File: src/rtl/gpr_wb.sv
// gpr_wb: writeback arbiter (LSU over ALU), register busy scoreboard and operand bypass.
module gpr_wb #(
  parameter int XLEN = 32,
  parameter int NUM = 32,
  localparam int AW = $clog2(NUM)
) (
  input  logic            clock,
  input  logic            reset_n,
  input  logic            issue_valid,
  input  logic [AW-1:0]   issue_rd,
  input  logic            alu_valid,
  output logic            alu_ready,
  input  logic [AW-1:0]   alu_rd,
  input  logic [XLEN-1:0] alu_data,
  input  logic            lsu_valid,
  output logic            lsu_ready,
  input  logic [AW-1:0]   lsu_rd,
  input  logic [XLEN-1:0] lsu_data,
  input  logic [AW-1:0]   rs1_addr,
  input  logic [AW-1:0]   rs2_addr,
  input  logic [XLEN-1:0] gpr_r1,
  input  logic [XLEN-1:0] gpr_r2,
  output logic [XLEN-1:0] rs1_data,
  output logic [XLEN-1:0] rs2_data,
  output logic            stall,
  output logic [AW-1:0]   addr_w,
  output logic [XLEN-1:0] data_w,
  output logic [AW:0]     pending_cnt
);
  logic [NUM-1:0] busy, set_v, clr_v;
  logic acc, inc, dec;
  logic [AW-1:0] acc_rd;
  logic [XLEN-1:0] acc_data;
  assign lsu_ready = 1'b1;
  assign alu_ready = !lsu_valid;
  // an ALU accept needs !lsu_valid, so any valid source yields exactly one accept
  assign acc = lsu_valid || alu_valid;
  assign acc_rd = lsu_valid ? lsu_rd : alu_rd;
  assign acc_data = lsu_valid ? lsu_data : alu_data;
  assign set_v = (issue_valid && issue_rd != '0) ? NUM'(1) << issue_rd : '0;
  assign clr_v = (acc && acc_rd != '0) ? NUM'(1) << acc_rd : '0;
  assign inc = |(set_v & ~busy);
  assign dec = |(clr_v & busy & ~set_v);
  always_ff @(posedge clock or negedge reset_n) begin
    if (!reset_n) begin
      busy <= '0;
      pending_cnt <= '0;
      addr_w <= '0;
      data_w <= '0;
    end else begin
      busy <= (busy & ~clr_v) | set_v;
      pending_cnt <= pending_cnt + (AW+1)'(inc) - (AW+1)'(dec);
      addr_w <= acc ? acc_rd : '0;
      if (acc) data_w <= acc_data;
    end
  end
  assign stall = (rs1_addr != '0 && busy[rs1_addr]) || (rs2_addr != '0 && busy[rs2_addr]);
  assign rs1_data = (addr_w != '0 && addr_w == rs1_addr) ? data_w : gpr_r1;
  assign rs2_data = (addr_w != '0 && addr_w == rs2_addr) ? data_w : gpr_r2;
endmodule
File: config.mk
export PLATFORM = sky130hd
export DESIGN_NAME = gpr_wb
export DESIGN_NICKNAME = d
export VERILOG_FILES = /design/src/rtl/gpr_wb.sv
export SDC_FILE = /design/constraint.sdc
export NUM_CORES = 1
export LEC_CHECK = 0
export BUFFER_PORTS_ARGS = -buffer_cell sky130_fd_sc_hd__buf_4
export CAP_MARGIN = 0
export CORE_ASPECT_RATIO = 0.6
export CORE_MARGIN = 2
export CORE_UTILIZATION = 35
export DETAILED_ROUTE_END_ITERATION = 7
export GPL_ROUTABILITY_DRIVEN = 0
export PLACE_DENSITY = 0.71
export REMOVE_ABC_BUFFERS = 1
export SKIP_LAST_GASP = 1
export SLEW_MARGIN = 20
export SYNTH_ARGS = -nofsm -noshare
export SYNTH_HDL_FRONTEND = slang
export SYNTH_SLANG_ARGS = --single-unit
File: constraint.sdc
create_clock -name clock -period 3.86 [get_ports clock]
set_input_delay 0.193 -clock clock [delete_from_list [all_inputs] [get_ports clock]]
set_output_delay 0.193 -clock clock [all_outputs]
set_load 0.1 [all_outputs]
==> out/results.ini <==
[clocking]
cts_tree=done
clk-insertion-delay-late_ps=350
cts.root.buffer_cell=clkbuf_16
clk_path_buf_depth=2
cts-resized-gates=0
postCtsHoldBufs=0
numCtsBuffers=9
h-tree-depth=3
postCtsSetupBuffers=0
clkTransAtPathRegs_ps=60
cts.sinks=74

[logic_synthesis]
synth_common_cells=o21ai_0, dfrtp_1, mux2_2
synth_mux_area_share_pct=27.3
synth.ff_latch_count=74
netlist_area_mm2=0.00554
synth_edf_count=0
netlist.area_leader.share_pct=33.5
synth_xor_area_share_pct=2.37
yosysTopAreaCell=dfrtp_1
synthArstFlopShare_pct=100
synthAdderAreaFrac_pct=1.72
synthSimpleGateAreaFrac_pct=10.6
synthDistinctLibCells=57
yosysWarnings=0
synth-main-ff-cell=dfrtp_1
synth_area_leaders=dfrtp_1, o21ai_0, mux2_2
syn_inst=575
syn_avg_cell_area_um2=9.63
seq_area_frac_synth_pct=33.5
synth_compound_area_share_pct=20.2
synth_top_family_by_area=multiplexers
yosys.cell_count.top_type=o21ai_0

[worst_setup_path]
crit_path_start_kind=primary input
critPathRequiredTime_ps=4090
worstSetupStartpoint=lsu_valid
worst-setup-path-type=primary input to flop
worstPathMaxFanout=26
rr_worst_depth=14
critPathArrivalTime_ps=3610
r2r-start=busy[18]
crit_end=pending_cnt[4]
rr_endpoint=pending_cnt[4]
end_kind=flop
reg2reg_slack_ps=670

[sta]
holdWs_ps=-16.0
setup-violations-final=0
hold_viol_final=4
fmax_mhz=296
max_slew_margin_pct=35.9
drv_slew=0
rsz0062_at_grt=false
tightest_slew_ps=961
post-route-period-util_pct=87.7
fin_crit_ps=3380
finClkSkew_ps=6.94

[place]
port_buffers=266
dp_hpwl_um=17700

[flow_run]
max-cap-violations=0

[finish]
drive_gt1_share_pct=46.1
nets=993
synthToLayoutAreaGrowth_pct=46.0
final_util_pct=52.4
n_antenna_cell=0

[global_route]
grt_pass1_vias=5188
globalRouteOverflowTotal=0
antenna_found_initial=0
grt_max_degree=75
grt_pass1_wl_um=32300
gr-usage-all-layers_pct=25.2

[route]
post-route-drc-count=4
drtPass1Iterations=8
finalWirelength_um=22600
vias_per_cell=5.65
wire_per_inst_um=21.8
drtAntennaViolNets=0
route.vias.total=5850
drt_iter0_drc=684

[floorplan]
core_mm2=0.0154
dieArea_mm2=0.0169
row_count=35
start_util_pct=35.9
die_y_um=101
io_pins=268
die_x_um=166

[status]
violations=DRC, hold timing
outcome=finished, violations left

[hold_path]
hold_path_class=primary input to async pin

[pwr]
leakage_uw=0.00362
power.density_mw_per_mm2=512
p_total_uw=4140
ir_drop_mv=0.341

## worst min-delay path by stage
stage	startpoint	to	slack (ps)	cells past startpoint
3_3_place_gp	reset_n	data_w[4]	400	1
2_1_floorplan	reset_n	addr_w[0]	-100	0
3_5_place_dp	lsu_data[4]	data_w[4]	400	3
6_report	reset_n	data_w[4]	-20	1
5_1_grt	lsu_data[1]	data_w[1]	50	3
4_1_cts	reset_n	data_w[4]	40	1
## where the power goes
part | leakage [µW] | switching, µW | internal (µW)
sequential | 0.000903 | 235 | 933
combinational | 0.00256 | 1390 | 646
clock | 0.000157 | 347 | 589
## worst max-delay path, cell delays in order
cell and delay (ps):
buf_4 240, nand2b_1 300, o32a_1 390, nor3_1 100, nor4_1 320, nand3_1 140
or4_1 550, ha_1 280, inv_1 60, ha_1 160, inv_1 60, fa_1 420
inv_1 80, a21o_1 120, a21oi_1 70, xnor2_1 120
## logic make-up after synthesis
kind of cell | after synthesis
AOI/OAI and AO/OA | 191
muxes | 119
and+or+nand+nor | 112
DFF | 74
buffers and inverters | 56
xor gates and xnor gates | 15
adders and majority gates | 7
other | 1
## layout by cell type, fill, tap and decap left out, types with 5 or more instances in the layout
| cell | instances |
|---|---|
| xnor2_1 | 11 |
| mux4_2 | 19 |
| nand3_1 | 5 |
| ha_1 | 6 |
| o22ai_1 | 8 |
| dfrtp_1 | 74 |
| mux2i_1 | 34 |
| buf_4 | 285 |
| nand2_1 | 47 |
| nand2b_1 | 8 |
| o21ai_0 | 135 |
| nor3_1 | 16 |
| inv_1 | 12 |
| o22a_1 | 11 |
| mux2_2 | 53 |
| mux2_1 | 13 |
| clkbuf_16 | 9 |
| nor2_1 | 8 |
## stage by stage
step / setup TNS, ps / instances / cell area, µm² / worst slack [ps] / hold WS, ps
2_1_floorplan: -110140 / 532 / 5350 / -1780 / -103
3_3_place_gp: 0 / 1020 / 7760 / 274 / 398
3_5_place_dp: 0 / 1020 / 7760 / 182 / 404
4_1_cts: 0 / 1036 / 8080 / 533 / 35.5
5_1_grt: 0 / 1036 / 8080 / 318 / 50.3
6_report: 0 / 1036 / 8080 / 476 / -16.0
## final cells by class
type / instances / area (µm²)
Timing Repair Buffer: 285 / 2140
Inverter: 13 / 48.8
Tap cell: 203 / 254
Clock buffer: 11 / 243
Fill cell: 1404 / 7330
Clock inverter: 5 / 85.1
Multi-Input combinational cell: 445 / 3460
Sequential cell: 74 / 1850
## registers in the layout, summed over array words and instances, names as in the netlist
signal       count
addr_w           5
data_w          32
pending_cnt      6
busy            31
## layer usage
metal	part of all wire, %	GRT usage [%]	routed length [µm]	vias up
met4	1.6	5.17	359	0
met2	44	35.3	9860	329
met5	0	0	0	-
met3	11	9.18	2420	46
li1	-	-	-	2671
met1	44	37.3	9970	2804
Power figures use the tool's default switching activity.
